==> src/rtl/multicycle_ctrl_pkg.sv <==
// Shared types and encodings for the multicycle MIPS control unit.
// Latency: n/a (declarations only).
// Backpressure: n/a.
package multicycle_ctrl_pkg;

  typedef logic [0:0] u1;
  typedef logic [1:0] u2;
  typedef logic [2:0] u3;
  typedef logic [5:0] u6;

  // Opcodes (instr[31:26])
  localparam u6 OP_RTYPE = 6'h00;
  localparam u6 OP_J     = 6'h02;
  localparam u6 OP_BEQ   = 6'h04;
  localparam u6 OP_BNE   = 6'h05;
  localparam u6 OP_ADDI  = 6'h08;
  localparam u6 OP_LW    = 6'h23;
  localparam u6 OP_SW    = 6'h2b;

  // R-type funct codes (instr[5:0])
  localparam u6 FN_ADD = 6'h20;
  localparam u6 FN_SUB = 6'h22;
  localparam u6 FN_AND = 6'h24;
  localparam u6 FN_OR  = 6'h25;
  localparam u6 FN_SLT = 6'h2a;

  // ALU control codes
  localparam u3 ALU_AND = 3'b000;
  localparam u3 ALU_OR  = 3'b001;
  localparam u3 ALU_ADD = 3'b010;
  localparam u3 ALU_SUB = 3'b110;
  localparam u3 ALU_SLT = 3'b111;

  // FSM-to-decoder ALU operation class
  localparam u2 ALUOP_ADD   = 2'b00;
  localparam u2 ALUOP_SUB   = 2'b01;
  localparam u2 ALUOP_FUNCT = 2'b10;

  typedef enum logic [3:0] {
    S_FETCH   = 4'd0,
    S_DECODE  = 4'd1,
    S_MEMADR  = 4'd2,
    S_MEMRD   = 4'd3,
    S_MEMWB   = 4'd4,
    S_MEMWR   = 4'd5,
    S_RTYPEEX = 4'd6,
    S_RTYPEWB = 4'd7,
    S_BRANCH  = 4'd8,
    S_ADDIEX  = 4'd9,
    S_ADDIWB  = 4'd10,
    S_JUMP    = 4'd11
  } state_t;

endpackage

==> src/rtl/multicycle_ctrl_alu_dec.sv <==
// ALU decoder: maps the FSM's aluop class and the R-type funct field to alucontrol.
// Latency: purely combinational, zero cycles.
// Backpressure: none.
module multicycle_ctrl_alu_dec
  import multicycle_ctrl_pkg::*;
(
  input  logic [1:0] aluop,
  input  logic [5:0] funct,
  output logic [2:0] alucontrol
);

  // Unknown funct codes fall back to add so the instruction still completes.
  always_comb begin
    alucontrol = ALU_ADD;
    case (aluop)
      ALUOP_SUB: alucontrol = ALU_SUB;
      ALUOP_FUNCT: begin
        case (funct)
          FN_ADD:  alucontrol = ALU_ADD;
          FN_SUB:  alucontrol = ALU_SUB;
          FN_AND:  alucontrol = ALU_AND;
          FN_OR:   alucontrol = ALU_OR;
          FN_SLT:  alucontrol = ALU_SLT;
          default: alucontrol = ALU_ADD;
        endcase
      end
      default: alucontrol = ALU_ADD;
    endcase
  end

endmodule

==> src/rtl/multicycle_ctrl.sv <==
// Moore control FSM for the multicycle MIPS datapath (fetch/decode/execute/mem/writeback).
// Latency: one state per clock; lw 5, sw/R-type/addi 4, beq/bne/j 3, illegal 2 cycles.
// Backpressure: none; the sequence free-runs, only synchronous reset can abort it.
module multicycle_ctrl
  import multicycle_ctrl_pkg::*;
#(
  parameter bit SUPPORT_BNE = 1'b1
) (
  input  logic       clk,
  input  logic       reset,
  input  logic [5:0] op,
  input  logic [5:0] funct,
  input  logic       zero,
  output logic       iord,
  output logic       irwrite,
  output logic       memwrite,
  output logic       regdst,
  output logic       memtoreg,
  output logic       regwrite,
  output logic       alusrca,
  output logic [1:0] alusrcb,
  output logic [1:0] pcsrc,
  output logic [2:0] alucontrol,
  output logic       pcen
);

  state_t state_q, state_d;
  // bne-ness is captured in DECODE so op may change freely during BRANCH.
  logic   isbne_q, isbne_d;

  logic       pcwrite;
  logic       branch;
  logic [1:0] aluop;
  logic       irwrite_raw, memwrite_raw, regwrite_raw;

  // Next-state logic; op is consulted only in DECODE and MEMADR.
  always_comb begin
    state_d = state_q;
    isbne_d = isbne_q;
    case (state_q)
      S_FETCH: state_d = S_DECODE;
      S_DECODE: begin
        isbne_d = SUPPORT_BNE && (op == OP_BNE);
        case (op)
          OP_LW, OP_SW: state_d = S_MEMADR;
          OP_RTYPE:     state_d = S_RTYPEEX;
          OP_BEQ:       state_d = S_BRANCH;
          OP_BNE:       state_d = SUPPORT_BNE ? S_BRANCH : S_FETCH;
          OP_ADDI:      state_d = S_ADDIEX;
          OP_J:         state_d = S_JUMP;
          default:      state_d = S_FETCH;
        endcase
      end
      S_MEMADR:  state_d = (op == OP_SW) ? S_MEMWR : S_MEMRD;
      S_MEMRD:   state_d = S_MEMWB;
      S_MEMWB:   state_d = S_FETCH;
      S_MEMWR:   state_d = S_FETCH;
      S_RTYPEEX: state_d = S_RTYPEWB;
      S_RTYPEWB: state_d = S_FETCH;
      S_BRANCH:  state_d = S_FETCH;
      S_ADDIEX:  state_d = S_ADDIWB;
      S_ADDIWB:  state_d = S_FETCH;
      S_JUMP:    state_d = S_FETCH;
      default:   state_d = S_FETCH;
    endcase
  end

  // State register with synchronous reset back to FETCH.
  always_ff @(posedge clk) begin
    if (reset) begin
      state_q <= S_FETCH;
      isbne_q <= 1'b0;
    end else begin
      state_q <= state_d;
      isbne_q <= isbne_d;
    end
  end

  // Moore output decode; during reset the FETCH mux selects are shown with writes suppressed.
  always_comb begin
    iord         = 1'b0;
    irwrite_raw  = 1'b0;
    memwrite_raw = 1'b0;
    regdst       = 1'b0;
    memtoreg     = 1'b0;
    regwrite_raw = 1'b0;
    alusrca      = 1'b0;
    alusrcb      = 2'b00;
    pcsrc        = 2'b00;
    pcwrite      = 1'b0;
    branch       = 1'b0;
    aluop        = ALUOP_ADD;
    case (reset ? S_FETCH : state_q)
      S_FETCH: begin
        irwrite_raw = 1'b1;
        alusrcb     = 2'b01;
        pcwrite     = 1'b1;
      end
      S_DECODE: alusrcb = 2'b11;
      S_MEMADR, S_ADDIEX: begin
        alusrca = 1'b1;
        alusrcb = 2'b10;
      end
      S_MEMRD: iord = 1'b1;
      S_MEMWB: begin
        regwrite_raw = 1'b1;
        memtoreg     = 1'b1;
      end
      S_MEMWR: begin
        iord         = 1'b1;
        memwrite_raw = 1'b1;
      end
      S_RTYPEEX: begin
        alusrca = 1'b1;
        aluop   = ALUOP_FUNCT;
      end
      S_RTYPEWB: begin
        regdst       = 1'b1;
        regwrite_raw = 1'b1;
      end
      S_BRANCH: begin
        alusrca = 1'b1;
        pcsrc   = 2'b01;
        branch  = 1'b1;
        aluop   = ALUOP_SUB;
      end
      S_ADDIWB: regwrite_raw = 1'b1;
      S_JUMP: begin
        pcsrc   = 2'b10;
        pcwrite = 1'b1;
      end
      default: ;
    endcase
  end

  // Write strobes are gated by reset so an aborted instruction leaves no trace.
  assign irwrite  = irwrite_raw  & ~reset;
  assign memwrite = memwrite_raw & ~reset;
  assign regwrite = regwrite_raw & ~reset;
  assign pcen     = ~reset & (pcwrite | (branch & (zero ^ isbne_q)));

  multicycle_ctrl_alu_dec u_alu_dec (
    .aluop      (aluop),
    .funct      (funct),
    .alucontrol (alucontrol)
  );

endmodule

==> config.mk <==
export PLATFORM = sky130hd
export DESIGN_NAME = multicycle_ctrl
export DESIGN_NICKNAME = d
export VERILOG_FILES = /design/src/rtl/multicycle_ctrl_pkg.sv /design/src/rtl/multicycle_ctrl_alu_dec.sv /design/src/rtl/multicycle_ctrl.sv
export SDC_FILE = /design/constraint.sdc
export NUM_CORES = 1
export LEC_CHECK = 0
export ABC_AREA = 1
export CORE_MARGIN = 3
export CORE_UTILIZATION = 40
export CTS_CLUSTER_DIAMETER = 150
export DETAILED_ROUTE_END_ITERATION = 10
export PLACE_DENSITY = 0.79
export SYNTH_ARGS = -nofsm -noshare
export SYNTH_HDL_FRONTEND = slang
export SYNTH_SLANG_ARGS = --single-unit
==> constraint.sdc <==
create_clock -name clk -period 2 [get_ports clk]
set_input_delay 0.4 -clock clk [delete_from_list [all_inputs] [get_ports clk]]
set_output_delay 0.4 -clock clk [all_outputs]
set_load 0.02 [all_outputs]
==> results of run 1 <==
-- registers in the layout, indices dropped and copies added, names as in the netlist --
register	flops
state_q	4
isbne_q	1
-- Yosys cell counts --
cell type	n
sky130_fd_sc_hd__nand3b_1	1
sky130_fd_sc_hd__nand2_1	21
sky130_fd_sc_hd__o22ai_1	1
sky130_fd_sc_hd__buf_4	1
sky130_fd_sc_hd__nand2_2	1
sky130_fd_sc_hd__dfxtp_1	5
sky130_fd_sc_hd__nor3_1	1
sky130_fd_sc_hd__a21boi_0	1
sky130_fd_sc_hd__nor2_1	28
sky130_fd_sc_hd__ha_1	3
sky130_fd_sc_hd__nor2_4	1
sky130_fd_sc_hd__a21oi_1	6
sky130_fd_sc_hd__nor2_2	1
sky130_fd_sc_hd__nand3_1	13
sky130_fd_sc_hd__nand4_1	2
sky130_fd_sc_hd__o21ai_0	6
sky130_fd_sc_hd__xor2_1	1
sky130_fd_sc_hd__inv_1	28
-- layer usage --
metal | track usage, % | routed length [um] | share of wire [%] | vias up
met5 | 0 | 0 | 0 | -
met4 | 5.68 | 89 | 3.3 | 0
met3 | 3.56 | 135 | 5.0 | 10
met2 | 47.9 | 1430 | 53 | 46
met1 | 25.1 | 1030 | 38 | 459
li1 | - | - | - | 486
-- worst max path at each step --
stage	slack, ps	end	depth (start not counted)	startpoint
floorplan	-30	alucontrol[2]	8	reset
global route	-190	alucontrol[2]	10	state_q[3]
finish	-150	alucontrol[2]	10	state_q[3]
CTS	-100	alucontrol[2]	10	state_q[2]
global placement	-730	alucontrol[2]	9	reset
detailed placement	-790	alucontrol[2]	9	reset
-- cells by family after synthesis --
kind of cell | after synthesis
AND/OR/NAND/NOR | 69
XOR/XNOR | 1
AO/OA/AOI/OAI | 14
buffers and inverters | 29
adder cells (fa/ha/maj) | 3
flip-flops | 5
-- area by class of cell --
type,instances,share of cell area [%]
Inverter,28,8.55
Tap cell,15,1.53
Timing Repair Buffer,53,35.4
Multi-Input combinational cell,87,43.5
Sequential cell,5,8.86
Clock buffer,4,2.14
-- what timing repair did --
| item | in CTS | in global routing |
|---|---|---|
| resized for setup | 77 | 26 |
| pin swaps | 6 | 8 |
| gates cloned | 0 | 0 |
| setup buffers | 1 | 2 |
| hold buffers | 0 | 0 |
| endpoints found under the setup margin | 15 | 14 |
-- power groups by stage --
stage | registers, mW | clock network [mW] | logic, mW
2_1_floorplan | 0.107 | 0 | 0.0539
3_3_place_gp | 0.108 | 0 | 0.124
3_5_place_dp | 0.108 | 0 | 0.127
4_1_cts | 0.105 | 0.118 | 0.129
5_1_grt | 0.105 | 0.128 | 0.150
6_report | 0.105 | 0.117 | 0.140
-- critical path: stages (launching register included) --
cell and delay [ps]:
sky130_fd_sc_hd__dfxtp_4 380, sky130_fd_sc_hd__inv_2 50, sky130_fd_sc_hd__nor2_4 130, sky130_fd_sc_hd__inv_2 50, sky130_fd_sc_hd__nor2_1 90, sky130_fd_sc_hd__inv_1 80
sky130_fd_sc_hd__nor2_4 110, sky130_fd_sc_hd__inv_2 80, sky130_fd_sc_hd__ha_4 270, sky130_fd_sc_hd__a21boi_4 160, sky130_fd_sc_hd__buf_6 130
-- metrics by stage --
stage               setup TNS, ps  worst slack, ps  util, %  area (um2)
CTS                          -133             -102     85.9        1190
detailed placement          -8260             -791     79.7        1100
finish                       -294             -152     88.9        1230
floorplan                   -25.8            -25.8        -         643
global route                 -431             -188     88.9        1230
global placement            -7630             -726     79.7        1100
==> impl_metrics.ini, run 1 <==
[setup_path]
path_max_fanout = 5
crit_path_start_kind = flip-flop
worst_r2r_startpoint = state_q[1]
crit_path_end_kind = output pin
reg2regPathDepth = 9
worst_ep_arrival_time_ps = 1750
worst-r2r-setup-slack_ps = 510
path_class = reg2out
regToRegEndpoint = state_q[3]
worstPathRequired_ps = 1600

[logic_synthesis]
syn-cell-area_um2 = 631
synth-seq-area-share_pct = 15.9
synth_top_family_by_area = simple AND/OR/NAND/NOR gates
muxShareOfSynthArea_pct = 0
synth-compound-area-share_pct = 11.7
ys_seq_elements = 5
syn_nets = 139
synth_xor_area_share_pct = 1.39
synth_warnings = 0
synthDominantAreaCellType = sky130_fd_sc_hd__inv_1
number_of_distinct_standard_cells_referenced_by_the_synthesized_netlist = 18
synth.top_cells.by_area = sky130_fd_sc_hd__inv_1, sky130_fd_sc_hd__nor2_1, sky130_fd_sc_hd__dfxtp_1, sky130_fd_sc_hd__nand2_1, sky130_fd_sc_hd__nand3_1
synth_top_area_share_pct = 16.7
post_synth_fa_ha_maj_area_fraction_pct = 5.95
netlist_instances = 121
synth.avg_cell_area_um2 = 5.21
yosys.area_share.simple_pct = 47.2

[clock_tree]
htree_levels = 1
numCtsBuffers = 3
max-clock-path-buffers = 2
clock_tree_from_tritoncts = yes
root_buffer_selected_by_cts = sky130_fd_sc_hd__clkbuf_4
clock_net_sink_count = 5
clock_latency_ps = 240
clkSlewWorstSetupHoldPaths_ps = 50

[sta]
maxClockFrequency_mhz = 465
fin_crit_sh_pct = 108
timing.final.ws_setup_ps = -152
final_period_minus_worst_setup_slack_ps = 2150
setup_viol = 4
relSlewSlack_pct = 73.7
timing.hold.ws_ps = 489
grt_setup_unrepaired = true
finalHoldViolCount = 0
clock_skew_ps = 9.18
slew_violations = 0
worst_slew_pin_slew_ps = 393

[grt]
antenna_found_initial = 0
grt_pass1_vias = 929
grt_start_max_net_pins = 8
grt_use_total_pct = 23.9
grt_pass1_wl_um = 3710
grt.overflow.total = 0

[finish]
final_layout_size_suffix_gt1_share_pct = 40.1
mostFrequentLayoutCells = sky130_fd_sc_hd__buf_4, sky130_fd_sc_hd__inv_1, sky130_fd_sc_hd__nand2_1, sky130_fd_sc_hd__nor2_1, sky130_fd_sc_hd__clkdlybuf4s50_1
area_growth_syn_to_layout_pct = 94.8
diodes = 0
layout.area.seq_um2 = 109
layout.filler_cells = 72
layout.nets = 196
layout.cells.non_filler = 192
layout.cells.most_common = sky130_fd_sc_hd__buf_4
multi_input_comb_area_um2 = 534

[power]
cellPowerDensity_nw_per_um2 = 295
p_sw_mw = 0.117
power_leakage_nw = 0.613
power.clock.fraction_pct = 32.3
design_power_total_mw = 0.362
p_int_mw = 0.245
seq_power_share_pct = 29.1
vdd_ir_max_mv = 0.380
power.share.switching_pct = 32.4
power.share.combinational_pct = 38.6

[worst_hold_path]
worst_hold_path_type = reg2reg
cell_depth_of_the_worst_hold_path = 2
worstHoldStart = isbne_q
holdPathEnd = isbne_q

[drt]
finalWirelength_um = 2690
dr_total_vias = 1001
routed_via_density = 5.21
wl_per_cell_um = 14.0
route.detailed.drc = 0
drt_iter0_markers = 12
first_pass_iters = 4
drtAntennaViolNets = 0

[placement]
port_buffers = 29
dp_cells = 185
post-dp-hpwl_um = 1720
globalplace.congestion = 0.868

[run]
cap_viol_max_count = 0

[run_status]
outcome = complete, but fails checks
violations_in_the_final_reports = negative setup slack

[floorplan]
initial_core_util_pct = 45.6
io_pins = 30
fp.dieArea_um2 = 2090
die_h_um = 45.7
fp.coreArea_um2 = 1380
floorplan_row_count = 13
die_width_um = 45.7
(Power assumes the default switching activity.)
==> run 2, diff against run 1 <==
CTS_BUF_LIST = sky130_fd_sc_hd__clkbuf_16   (was default)
GPL_TIMING_DRIVEN = 0   (was default)
==> run 2 against run 1 <==
The flow still finishes with violations (negative setup slack); total power increased by 50%; die area unchanged; global-route usage decreased by 1.1 points; clock skew decreased by 6.0 ps; non-clock buffer count decreased by 19; clock-buffer cell count decreased by 1; combinational power decreased by 24%.
==> impl_metrics.ini, run 2 (same netlist as run 1, synthesis figures left out) <==
[run_status]
outcome = complete, but fails checks
violations_in_the_final_reports = negative setup slack

[clock_tree]
clkSlewWorstSetupHoldPaths_ps = 40
root_buffer_selected_by_cts = sky130_fd_sc_hd__clkbuf_16
numCtsBuffers = 3
clock_tree_from_tritoncts = yes
clock_net_sink_count = 5
htree_levels = 1
holdBufCountCts = 0
max-clock-path-buffers = 2
clock_latency_ps = 230

[finish]
area_growth_syn_to_layout_pct = 77.2
layout_top_registers = state_q (4), isbne_q (1)
max_flop_register = state_q
layout.filler_cells = 108
mostFrequentLayoutCells = sky130_fd_sc_hd__nor2_1, sky130_fd_sc_hd__nand2_1, sky130_fd_sc_hd__inv_1
diodes = 0
layout.cells.most_common = sky130_fd_sc_hd__nor2_1
layout.nets = 177
largest_register_ff_count = 4
final_layout_size_suffix_gt1_share_pct = 24.7

[setup_path]
path_class = reg2out
regToRegEndpoint = state_q[3]
path_max_fanout = 4
crit_path_start_kind = flip-flop
reg2regPathDepth = 6
crit_path_end_kind = output pin
worst_r2r_startpoint = state_q[2]
worstPathRequired_ps = 1600
worst_ep_arrival_time_ps = 1700
worst-r2r-setup-slack_ps = 750

[floorplan]
fp.dieArea_um2 = 2090
initial_core_util_pct = 45.6
floorplan_row_count = 13
io_pins = 30
die_h_um = 45.7
fp.coreArea_um2 = 1380
die_width_um = 45.7

[power]
design_power_total_mw = 0.545
cellPowerDensity_nw_per_um2 = 488
power_leakage_nw = 0.562
vdd_ir_max_mv = 0.587

[drt]
drt_iter0_markers = 32
drtAntennaViolNets = 0
finalWirelength_um = 2170
first_pass_iters = 4
wl_per_cell_um = 12.5
dr_total_vias = 883
route.detailed.drc = 0
routed_via_density = 5.10

[worst_hold_path]
worstHoldStart = reset
holdPathEnd = isbne_q
cell_depth_of_the_worst_hold_path = 2
worst_hold_path_type = in2reg

[grt]
antenna_found_initial = 0
grt_pass1_wl_um = 3440
grt_pass1_vias = 795
grt_start_max_net_pins = 11
grt.overflow.total = 0
grt_use_total_pct = 22.8

[sta]
fin_setup_tns_ps = -142
setup_viol = 3
slew_violations = 0
fin_crit_sh_pct = 105
finalHoldViolCount = 0
grt_setup_unrepaired = true
worst_slew_pin_slew_ps = 328
timing.hold.ws_ps = 413
maxClockFrequency_mhz = 476
clock_skew_ps = 3.14
relSlewSlack_pct = 77.9
timing.final.ws_setup_ps = -101
final_period_minus_worst_setup_slack_ps = 2100

[placement]
post-dp-hpwl_um = 1400
port_buffers = 28
globalplace.congestion = 0.873

[run]
cap_viol_max_count = 0
[run 2: cell types whose count changed in the layout (fill, tap and decap cells not counted), sizes merged]
cell	before	now
dlymetal6s2s	0	1
clkdlybuf4s15	4	1
dlygate4sd2	0	6
buf	33	11
clkbuf	7	5
inv	28	29
[run 2: timing repair]
item / 4_1_cts / 5_1_grt
setup endpoints to repair: 14 / 9
gates resized for setup: 45 / 24
pin swaps: 5 / 6
buffers inserted: 2 / 3
[run 2: per-stage QoR]
| step | instance area, um2 | util [%] | worst slack [ps] | std cells |
|---|---|---|---|---|
| CTS | 1050 | 76.3 | -132 | 170 |
| finish | 1120 | 80.8 | -101 | 173 |
| global route | 1120 | 80.8 | -200 | 173 |
| floorplan | 643 | - | -25.8 | 121 |
| detailed placement | 942 | 68.1 | -541 | 164 |
| global placement | 942 | 68.1 | -511 | 164 |
[run 2: how the worst max path moves through the flow]
stage	start	end	slack, ps	cells after the start
after floorplan	reset	alucontrol[2]	-30	8
after global placement	reset	alucontrol[2]	-510	9
after detailed placement	reset	alucontrol[2]	-540	9
after CTS	state_q[2]	alucontrol[2]	-130	10
after global routing	state_q[3]	alucontrol[2]	-200	10
final	state_q[1]	alucontrol[2]	-100	7
[run 2: per-layer routing]
metal | track usage, % | wire length [um] | vias to the layer above
met4 | 10.8 | 40 | 0
met1 | 25.5 | 838 | 384
met2 | 41.2 | 1140 | 43
met5 | 0 | 0 | -
met3 | 3.56 | 149 | 5
li1 | - | - | 451
[run 2: final cells by class]
class,instances,area [um2],share of cell area [%]
buffer,1,7.51,0.672
clock buffer,3,75.1,6.72
clock inverter,1,3.75,0.336
inverter,28,108,9.63
multi-input combinational,87,503,45.0
sequential,5,105,9.41
tap,15,18.8,1.68
timing repair buffer,33,297,26.5
[run 2: critical path, cell delays in order (launching register included)]
cell and delay, ps:
sky130_fd_sc_hd__dfxtp_1 350, sky130_fd_sc_hd__o21ai_0 230, sky130_fd_sc_hd__inv_1 120, sky130_fd_sc_hd__nor2_4 130
sky130_fd_sc_hd__inv_2 70, sky130_fd_sc_hd__ha_4 270, sky130_fd_sc_hd__a21boi_4 160, sky130_fd_sc_hd__buf_6 130
[run 2: report_power, final]
| part | internal [mW] | switching [mW] |
|---|---|---|
| Sequential | 0.102 | 0.00441 |
| Clock | 0.260 | 0.0725 |
| Combinational | 0.0462 | 0.0601 |
| Total | 0.408 | 0.137 |
